[src/rtl/vmicro16_rst_seq.sv]
// Reset sequencer and watchdog: merges board reset, synchronous reset requests and a
// watchdog into one hold-then-staged-release sequence, and records the last cause.
module vmicro16_rst_seq #(
   parameter int unsigned NUM_SRCS    = 2,
   parameter int unsigned NUM_DOMAINS = 3,
   parameter int unsigned HOLD_CYCLES = 8,
   parameter int unsigned STAGE_GAP   = 4,
   parameter int unsigned WDT_WIDTH   = 16,
   parameter int unsigned WDT_TIMEOUT = 1000
) (
   input  logic                   clk,
   input  logic                   reset,
   input  logic [NUM_SRCS-1:0]    src_req_i,
   input  logic                   wdt_en_i,
   input  logic                   wdt_kick_i,
   input  logic                   cause_clr_i,
   output logic [NUM_DOMAINS-1:0] domain_reset_o,
   output logic                   all_released_o,
   output logic [NUM_SRCS+1:0]    cause_o,
   output logic [7:0]             rst_count_o
);

   localparam int unsigned CAUSE_W = NUM_SRCS + 2;
   localparam int unsigned HOLD_W  = (HOLD_CYCLES > 1) ? $clog2(HOLD_CYCLES) : 1;
   localparam int unsigned GAP_W   = (STAGE_GAP > 1) ? $clog2(STAGE_GAP) : 1;
   localparam int unsigned IDX_W   = (NUM_DOMAINS > 1) ? $clog2(NUM_DOMAINS) : 1;

   localparam logic [HOLD_W-1:0]      HOLD_LOAD = HOLD_W'(HOLD_CYCLES - 1);
   localparam logic [GAP_W-1:0]       GAP_LOAD  = GAP_W'(STAGE_GAP - 1);
   localparam logic [IDX_W-1:0]       IDX_LAST  = IDX_W'(NUM_DOMAINS - 1);
   localparam logic [WDT_WIDTH-1:0]   WDT_LOAD  = WDT_WIDTH'(WDT_TIMEOUT);
   localparam logic [NUM_DOMAINS-1:0] DOM_LSB   = NUM_DOMAINS'(1);
   localparam logic [CAUSE_W-1:0]     CAUSE_POR = CAUSE_W'(1);

   typedef enum logic [1:0] {
      ST_ASSERT  = 2'd0,
      ST_RELEASE = 2'd1,
      ST_RUN     = 2'd2
   } state_t;

   state_t                 state_q;
   logic [HOLD_W-1:0]      hold_q;
   logic [GAP_W-1:0]       gap_q;
   logic [IDX_W-1:0]       idx_q;
   logic [WDT_WIDTH-1:0]   wdt_q;
   logic [NUM_DOMAINS-1:0] domain_reset_q;
   logic                   all_released_q;
   logic [CAUSE_W-1:0]     cause_q;
   logic [7:0]             rst_count_q;

   logic                   wdt_expire;
   logic                   trig;
   logic [CAUSE_W-1:0]     trig_vec;

   // Watchdog can only fire while the system is running
   always_comb begin
      wdt_expire = 1'b0;
      if (state_q == ST_RUN) begin
         wdt_expire = wdt_en_i & (wdt_q == '0) & ~wdt_kick_i;
      end
      trig     = (|src_req_i) | wdt_expire;
      trig_vec = {wdt_expire, src_req_i, 1'b0};
   end

   always_ff @(posedge clk) begin
      if (reset) begin
         state_q        <= ST_ASSERT;
         hold_q         <= HOLD_LOAD;
         gap_q          <= GAP_LOAD;
         idx_q          <= '0;
         wdt_q          <= WDT_LOAD;
         domain_reset_q <= '1;
         all_released_q <= 1'b0;
         cause_q        <= CAUSE_POR;
         rst_count_q    <= '0;
      end else begin
         if (cause_clr_i) begin
            cause_q <= '0;
         end
         if (trig) begin
            // A trigger restarts the hold; in ASSERT it only extends it
            state_q        <= ST_ASSERT;
            hold_q         <= HOLD_LOAD;
            wdt_q          <= WDT_LOAD;
            domain_reset_q <= '1;
            all_released_q <= 1'b0;
            if (state_q == ST_ASSERT) begin
               cause_q <= cause_q | trig_vec;
            end else begin
               cause_q <= trig_vec;
               if (rst_count_q != 8'hFF) begin
                  rst_count_q <= rst_count_q + 8'd1;
               end
            end
         end else begin
            case (state_q)
               ST_ASSERT: begin
                  domain_reset_q <= '1;
                  wdt_q          <= WDT_LOAD;
                  if (hold_q == '0) begin
                     if (NUM_DOMAINS == 1) begin
                        state_q        <= ST_RUN;
                        domain_reset_q <= '0;
                        all_released_q <= 1'b1;
                     end else begin
                        state_q        <= ST_RELEASE;
                        domain_reset_q <= ~DOM_LSB;
                        gap_q          <= GAP_LOAD;
                        idx_q          <= IDX_W'(1);
                     end
                  end else begin
                     hold_q <= hold_q - HOLD_W'(1);
                  end
               end
               ST_RELEASE: begin
                  wdt_q <= WDT_LOAD;
                  if (gap_q == '0) begin
                     domain_reset_q <= domain_reset_q & ~(DOM_LSB << idx_q);
                     gap_q          <= GAP_LOAD;
                     if (idx_q == IDX_LAST) begin
                        state_q        <= ST_RUN;
                        all_released_q <= 1'b1;
                     end else begin
                        idx_q <= idx_q + IDX_W'(1);
                     end
                  end else begin
                     gap_q <= gap_q - GAP_W'(1);
                  end
               end
               ST_RUN: begin
                  if (!wdt_en_i || wdt_kick_i) begin
                     wdt_q <= WDT_LOAD;
                  end else begin
                     wdt_q <= wdt_q - WDT_WIDTH'(1);
                  end
               end
               default: begin
                  state_q        <= ST_ASSERT;
                  hold_q         <= HOLD_LOAD;
                  domain_reset_q <= '1;
                  all_released_q <= 1'b0;
               end
            endcase
         end
      end
   end

   assign domain_reset_o = domain_reset_q;
   assign all_released_o = all_released_q;
   assign cause_o        = cause_q;
   assign rst_count_o    = rst_count_q;

endmodule

[config.mk]
export PLATFORM = sky130hd
export DESIGN_NAME = vmicro16_rst_seq
export DESIGN_NICKNAME = d
export VERILOG_FILES = /design/src/rtl/vmicro16_rst_seq.sv
export SDC_FILE = /design/constraint.sdc
export NUM_CORES = 1
export LEC_CHECK = 0
export CAP_MARGIN = 15
export CELL_PAD_IN_SITES_DETAIL_PLACEMENT = 1
export CELL_PAD_IN_SITES_GLOBAL_PLACEMENT = 1
export CORE_UTILIZATION = 38
export DETAILED_ROUTE_END_ITERATION = 6
export HOLD_SLACK_MARGIN = 0.12
export PLACE_DENSITY = 0.87
export SLEW_MARGIN = 0
export SYNTH_ARGS = -nofsm -noshare
export SYNTH_HDL_FRONTEND = slang
export SYNTH_SLANG_ARGS = --single-unit
[constraint.sdc]
create_clock -name clk -period 2.4 [get_ports clk]
set_clock_uncertainty 0.15 [all_clocks]
set_input_delay 0.36 -clock clk [delete_from_list [all_inputs] [get_ports clk]]
set_output_delay 0.36 -clock clk [all_outputs]
set_load 0.05 [all_outputs]
==> results of run 1 <==
[state kept, by name, indices dropped and copies added, names as in the netlist]
register,flops
all_released_o,1
cause_o,4
domain_reset_o,3
gap_q,2
hold_q,3
idx_q,2
rst_count_o,8
state_q,2
wdt_q,16
[worst reg2reg max path, stage by stage, from the launching register on]
cell and delay, ps:
dfxtp_2 370, inv_1 70, ha_1 220, and3b_1 210, and3_1 240, buf_4 180, a211o_1 400, a21oi_1 230
nand2_1 80
[stage by stage]
stage,util (%),power [mW],setup TNS (ps),cells
after floorplan,-,0.746,0,257
after global placement,46.6,0.778,0,358
after detailed placement,46.6,0.780,-365,358
after CTS,48.1,1.22,0,366
after global routing,48.6,1.25,0,366
final,48.6,1.21,0,366
[routing by layer]
layer | global-route usage [%] | vias up | share of wire (%) | wire length (microns)
li1 | - | 973 | - | -
met1 | 23.6 | 930 | 45 | 2470
met2 | 34.7 | 32 | 50 | 2750
met3 | 3.88 | 11 | 2.6 | 141
met4 | 6.98 | 0 | 1.7 | 92
met5 | 0 | - | 0 | 0
[synth_stat cells (2+ instances only)]
library cell  instances  area (sq um)
a211o_1               2          17.5
a211oi_2              2          25.0
a21oi_1              22           110
and3_1                2          12.5
buf_2                 2          10.0
clkbuf_1              7          26.3
dfxtp_1              41           821
ha_1                 13           163
inv_1                17          63.8
mux2i_1               6          60.1
nand2_1              26          97.6
nand2b_1              6          37.5
nand3_1               6          30.0
nand3b_1              2          15.0
nand4b_1              2          17.5
nor2_1               25          93.8
nor2b_1               2          12.5
nor3_1                9          45.0
nor4_1                4          25.0
nor4_2                2          25.0
nor4b_1               2          17.5
o211ai_1              2          15.0
o21ai_0               8          40.0
o22ai_1               2          12.5
o2bb2ai_1             2          17.5
o31ai_1               4          30.0
or3_1                 3          18.8
or4_1                 5          37.5
xnor2_1               7          61.3
xor2_1                3          26.3
[logic make-up after synthesis]
kind of cell / after synthesis / synth area share (%)
AOI/OAI and AO/OA: 54 / 16.1
xor gates and xnor gates: 10 / 4.02
buffers and inverters: 28 / 5.46
muxes: 8 / 3.79
adders and majority gates: 13 / 7.47
and+or+nand+nor: 103 / 25.5
DFF: 41 / 37.7
[power by group through the flow]
stage	sequential, mW	clock, mW	combinational, mW
detailed placement	0.704	0	0.0764
global route	0.688	0.483	0.0828
CTS	0.688	0.457	0.0770
global placement	0.703	0	0.0746
finish	0.688	0.444	0.0773
floorplan	0.717	0	0.0283
[path summary, 6_finish.rpt]
path | startpoint | to | slack, ps
hold reg to reg | domain_reset_o[1]$_SDFFE_PP1P_ | domain_reset_o[1]$_SDFFE_PP1P_ | 300
setup / recovery | state_q[0]$_SDFFE_PP0P_ | domain_reset_o[2]$_SDFFE_PP1P_ | 140
setup reg to reg | state_q[0]$_SDFFE_PP0P_ | domain_reset_o[2]$_SDFFE_PP1P_ | 140
hold / removal | domain_reset_o[1]$_SDFFE_PP1P_ | domain_reset_o[1]$_SDFFE_PP1P_ | 300
[final cells by class]
type                            instances  area, sq um  area share [%]
Clock buffer                            6         72.6            2.71
Clock inverter                          2         10.0           0.374
Inverter                               17         63.8            2.38
Multi-Input combinational cell        188         1260            47.2
Sequential cell                        41          822            30.7
Tap cell                               72         90.1            3.36
Timing Repair Buffer                   40          355            13.3
[what timing repair did]
action | 4_1_cts | 5_1_grt
endpoints found under the setup margin | 0 | 8
hold endpoints to repair | 0 | 0
hold buffers | 0 | 0
gates resized for setup | 0 | 6
==> metrics.md, run 1 <==
| Metric | Value |
|---|---|
| Max cap viols | `0` |
| FMAX | `442 MHz` |
| Post-DP HPWL | `4.25 mm` |
| Final setup vio count | `0` |
| Die Wd | `77.7 microns` |
| Slew @ Worst Pin | `586 ps` |
| Hold_ws | `297 ps` |
| RSZ-0062 raised after global routing | `false` |
| Commonest non-fill, non-tap cell in the layout | `dfxtp_1` |
| Syn_nets | `277` |
| Vias in the first global route | `2039` |
| Place WS | `-88.4 ps` |
| Async S/R FF share, synth | `0%` |
| Routed wire per std cell | `14.9 microns` |
| Die Height | `77.7 microns` |
| Routed vias | `1946` |
| Syn Std Cell Area | `2180 sq um` |
| First-pass GRT wire length | `9.47 mm` |
| Ant diodes | `0` |
| Min-delay worst type | `flip-flop to flip-flop` |
| Gpl congestion | `0.838` |
| Routed WL | `5.46 mm` |
| Cells along the critical path | `inv_1 -> ha_1 -> and3b_1 -> and3_1 -> buf_4 -> a211o_1 -> a21oi_1 -> nand2_1` |
| Sw frac | `23.9%` |
| Final Hold Vio Count | `0` |
| Static leakage | `0.955 nW` |
| Most used DFF post-synth | `dfxtp_1` |
| DRC viols | `0` |
| Clk sink count | `41` |
| Final worst setup slack | `136 ps` |
| Tcrit/Tclk final | `94.3%` |
| DRT antenna net count | `0` |
| Area of the die | `6040 sq um` |
| Synthesis Warnings | `0` |
| Maximum vdd drop | `245 uV` |
| Final slew viol count | `0` |
| Tot GR Track Use | `19.7%` |
| CTS Buf Count | `5` |
| Worst Path Arrival | `2290 ps` |
| Fillers | `644` |
| Clock share of power | `36.7%` |
| CORE AREA | `5510 sq um` |
| PwrDens | `451 nW/um^2` |
| R2R cell count | `8` |
| Routed vias/inst | `5.32` |
| Register share of total power | `56.9%` |
| Worst-path fanout max | `7` |
| Port bufs | `22` |
| Aggregate global routing overflow | `0` |
| Count of cell types in the netlist | `51` |
| First-iteration detailed-routing DRC count | `53` |
| Comb pwr share | `6.4%` |
| Crit-path slowest cell | `a211o_1` |
| Antenna violations before repair | `0` |
| Finished layout cell area | `2680 sq um` |
| CP Class | `flip-flop to flip-flop` |
| Clock Pin Slew Worst Setup and Hold Paths | `80 ps` |
| CP top delay family | `compound AO/OA/AOI/OAI gates` |
| CTS Root Cell | `clkbuf_8` |
| Post-synth EDFFs | `0` |
| Synth Instances | `257` |
| I/O Pins | `23` |
| Slowest stage delay, CP | `400 ps` |
| Skew-Pair Late Insertion Delay | `290 ps` |
| Seq cells post-synth | `41` |
| Clock H-tree levels | `2` |
| Pre-Repair DR Iteration Count | `4` |
| Sw Pwr | `0.289 mW` |
| Largest net degree at the start of global routing | `14` |
| Crit start category | `flip-flop` |
| Crit path depth | `8` |
| Period minus WS final | `2260 ps` |
| Int Pwr | `0.919 mW` |
| Status | `complete, no violations` |
| TritonCTS clock tree | `done` |
| Most frequent cells in the layout | `dfxtp_1, nand2_1, nor2_1` |
| WHS Path Cells | `2` |
| Starting density of the core | `39.5%` |
| Slew margin rel. | `60.7%` |
| Final #Nets | `313` |
| Register area share after synthesis | `37.7%` |
| Synth-to-Final Area Change | `23.0%` |
| Post-CTS setup repair buffer count | `0` |
| Critical Path RT | `2420 ps` |
| Crit path buffers/inverters | `2` |
| Dpl cell area | `2570 sq um` |
| Clock buffer depth | `2` |
| Row cnt | `27` |
| Mean Syn Cell Area | `8.47 sq um` |
| Crit end category | `flip-flop` |
| Layout cells sized above 1 | `13.6%` |
Power figures use the tool's default switching activity.
==> inputs of run 2 (changes only) <==
--- a/config.mk
+++ b/config.mk
@@ -9,9 +9,9 @@
 export CELL_PAD_IN_SITES_DETAIL_PLACEMENT = 1
 export CELL_PAD_IN_SITES_GLOBAL_PLACEMENT = 1
-export CORE_UTILIZATION = 38
+export CORE_UTILIZATION = 45
 export DETAILED_ROUTE_END_ITERATION = 6
 export HOLD_SLACK_MARGIN = 0.12
-export PLACE_DENSITY = 0.87
-export SLEW_MARGIN = 0
+export PLACE_DENSITY = 0.95
+export SLEW_MARGIN = 20
 export SYNTH_ARGS = -nofsm -noshare
 export SYNTH_HDL_FRONTEND = slang
==> constraint.sdc (replaced) <==
create_clock -name clk -period 2.77 [get_ports clk]
set_clock_uncertainty 0.15 [all_clocks]
set_input_delay 0.4155 -clock clk [delete_from_list [all_inputs] [get_ports clk]]
set_output_delay 0.4155 -clock clk [all_outputs]
set_load 0.02 [all_outputs]
==> run 2 against run 1 <==
Compared with the run above:
- via count down 1.3%
- wire length down 2.6%
- worst hold slack better by 9.1 ps
- largest cell class unchanged
==> metrics.md, run 2 (synthesized netlist as in run 1, its figures left out) <==
| Metric | Value |
|---|---|
| Clock buffer depth | `2 (unchanged)` |
| Area of the multi-input gates | `1240 sq um (-2.2%)` |
| Max cap viols | `0 (unchanged)` |
| Final slew viol count | `0 (unchanged)` |
| # resized after CTS | `0 (unchanged)` |
| Final setup vio count | `0 (unchanged)` |
| Clk sink count | `41 (unchanged)` |
| Status | `complete, no violations` |
| Slew @ Worst Pin | `647 ps (+60.6 ps)` |
| Largest net degree at the start of global routing | `16 (+2)` |
| CP top delay family | `simple AND/OR/NAND/NOR gates` |
| Starting density of the core | `48.3% (+8.8 points)` |
| Clock H-tree levels | `2 (unchanged)` |
| I/O Pins | `23 (unchanged)` |
| Routed WL | `5.32 mm (-2.6%)` |
| WHS Endpoint | `domain_reset_o[1]$_SDFFE_PP1P_` |
| CTS Root Cell | `clkbuf_8` |
| Worst Path Arrival | `2520 ps (+230 ps)` |
| Register Area | `821 sq um (-0.15%)` |
| Worst reg2reg endpoint | `rst_count_o[5]$_SDFFE_PP0P_` |
| Worst-path fanout max | `15 (+8)` |
| Row cnt | `24 (-11%)` |
| Critical Path RT | `2800 ps (+380 ps)` |
| Routed vias | `1921 (-1.3%)` |
| Area of the die | `5120 sq um (-15%)` |
| FMAX | `402 MHz (-9.0%)` |
| PwrDens | `401 nW/um^2 (-11%)` |
| Clock Pin Slew Worst Setup and Hold Paths | `80 ps (about the same)` |
| Period minus WS final | `2490 ps (+224 ps)` |
| Ant diodes | `0 (unchanged)` |
| Crit path buffers/inverters | `0 (-2)` |
| Synth-to-Final Area Change | `17.4%` |
| Crit end category | `flip-flop` |
| Biggest register | `wdt_q` |
| Layout cells sized above 1 | `8.77% (-4.8 points)` |
| First-pass GRT wire length | `9.27 mm (-2.1%)` |
| CP Class | `flip-flop to flip-flop` |
| Aggregate global routing overflow | `0 (unchanged)` |
| Post-CTS setup repair buffer count | `0 (unchanged)` |
| Worst hold path startpoint | `domain_reset_o[1]$_SDFFE_PP1P_` |
| Tot GR Track Use | `22.9% (+3.2 points)` |
| Hold_ws | `306 ps (+9.08 ps)` |
| Min-delay worst type | `flip-flop to flip-flop` |
| CORE AREA | `4500 sq um (-18%)` |
| Routed wire per std cell | `15.8 microns (+5.8%)` |
| WHS Path Cells | `2 (unchanged)` |
| First-iteration detailed-routing DRC count | `68 (+28%)` |
| Commonest non-fill, non-tap cell in the layout | `dfxtp_1` |
| Maximum vdd drop | `269 uV (+9.8%)` |
| Post-DP HPWL | `3.91 mm (-8.0%)` |
| Routed vias/inst | `5.70 (+7.2%)` |
| Worst R2R Setup Slack | `280 ps (+150 ps)` |
| Dpl cell area | `2470 sq um (-3.6%)` |
| Port bufs | `22 (unchanged)` |
| Die Wd | `71.6 microns (-7.9%)` |
| Cells along the critical path | `nor4_1 -> and3_1 -> a21oi_2 -> nor4_1 -> mux2_2` |
| Skew-Pair Late Insertion Delay | `290 ps (about the same)` |
| Antenna violations before repair | `0 (unchanged)` |
| Pre-Repair DR Iteration Count | `4 (unchanged)` |
| RSZ-0062 raised after global routing | `false` |
| Static leakage | `0.899 nW (-5.8%)` |
| Max reg flops | `16 (unchanged)` |
| DRT antenna net count | `0 (unchanged)` |
| TritonCTS clock tree | `done` |
| Total chip power | `1.02 mW (-15%)` |
| CTS Buf Count | `5 (unchanged)` |
| Slew margin rel. | `56.5% (-4.2 points)` |
| Setup_tns | `0 ps (unchanged)` |
| Reg2Reg Launch Point | `wdt_q[11]$_SDFFE_PP0P_` |
| Slowest stage delay, CP | `620 ps (+220 ps)` |
| R2R cell count | `5 (-3)` |
| Gpl congestion | `0.791 (-5.7%)` |
| CP most frequent cell | `nor4_1` |
| Fillers | `539 (-16%)` |
| Finished layout cell area | `2550 sq um (-4.6%)` |
| Vias in the first global route | `2069 (+1.5%)` |
| Most frequent cells in the layout | `dfxtp_1, nand2_1, nor2_1` |
| Crit start category | `flip-flop` |
| Crit-path slowest cell | `nor4_1` |
| Final Hold Vio Count | `0 (unchanged)` |
| Die Height | `71.6 microns (-7.9%)` |
| Final #Nets | `304 (-2.9%)` |
| Hold_buf cts | `0 (unchanged)` |
| Tcrit/Tclk final | `89.8% (-4.5 points)` |
| DRC viols | `0 (unchanged)` |
-- run 2: cell count changes in the layout (fill, tap and decap cells not counted), sizes merged --
cell	previous run	this run
buf	18	9
clkinv	2	0
clkbuf	6	8
-- run 2: power breakdown --
part           switching [mW]  internal (mW)
registers             0.00279          0.593
logic                  0.0290         0.0234
clock network           0.197          0.179
-- run 2: worst max-delay path by stage --
| stage | slack, ps | start | cells past startpoint | endpoint |
|---|---|---|---|---|
| final | 280 | wdt_q[11]$_SDFFE_PP0P_ | 5 | rst_count_o[5]$_SDFFE_PP0P_ |
| after global routing | 120 | wdt_q[11]$_SDFFE_PP0P_ | 5 | rst_count_o[5]$_SDFFE_PP0P_ |
| after CTS | 280 | wdt_q[11]$_SDFFE_PP0P_ | 5 | rst_count_o[5]$_SDFFE_PP0P_ |
| after detailed placement | 250 | wdt_kick_i | 6 | rst_count_o[6]$_SDFFE_PP0P_ |
| after global placement | 310 | wdt_kick_i | 6 | rst_count_o[6]$_SDFFE_PP0P_ |
| after floorplan | 420 | state_q[0]$_SDFFE_PP0P_ | 10 | rst_count_o[6]$_SDFFE_PP0P_ |
-- run 2: metrics by stage --
stage               util, %  instances  setup slack [ps]
floorplan                 -        257               424
global placement       54.9        329               314
detailed placement     54.9        329               252
CTS                    56.7        337               282
global route           56.7        337               124
finish                 56.7        337               282
-- run 2: layer usage --
layer  wire length [microns]  share of wire [%]  up-vias  global-route usage [%]
li1                        -                  -      956                       -
met1                    2460                 46      927                    27.8
met2                    2650                 50       32                    39.8
met3                     151                2.8        6                    6.19
met4                      52               0.98        0                    7.19
met5                       0                  0        -                       0
-- run 2: area by class of cell --
type	instances	area share (%)
Inverter	17	2.50
Sequential cell	41	32.1
Tap cell	52	2.55
Clock buffer	8	3.13
Multi-Input combinational cell	188	48.4
Timing Repair Buffer	31	11.3
-- run 2: worst min-delay path: stages, from the launching register on --
cell	delay [ps]
dfxtp_1	320
nand2_1	60
nand2_1	40
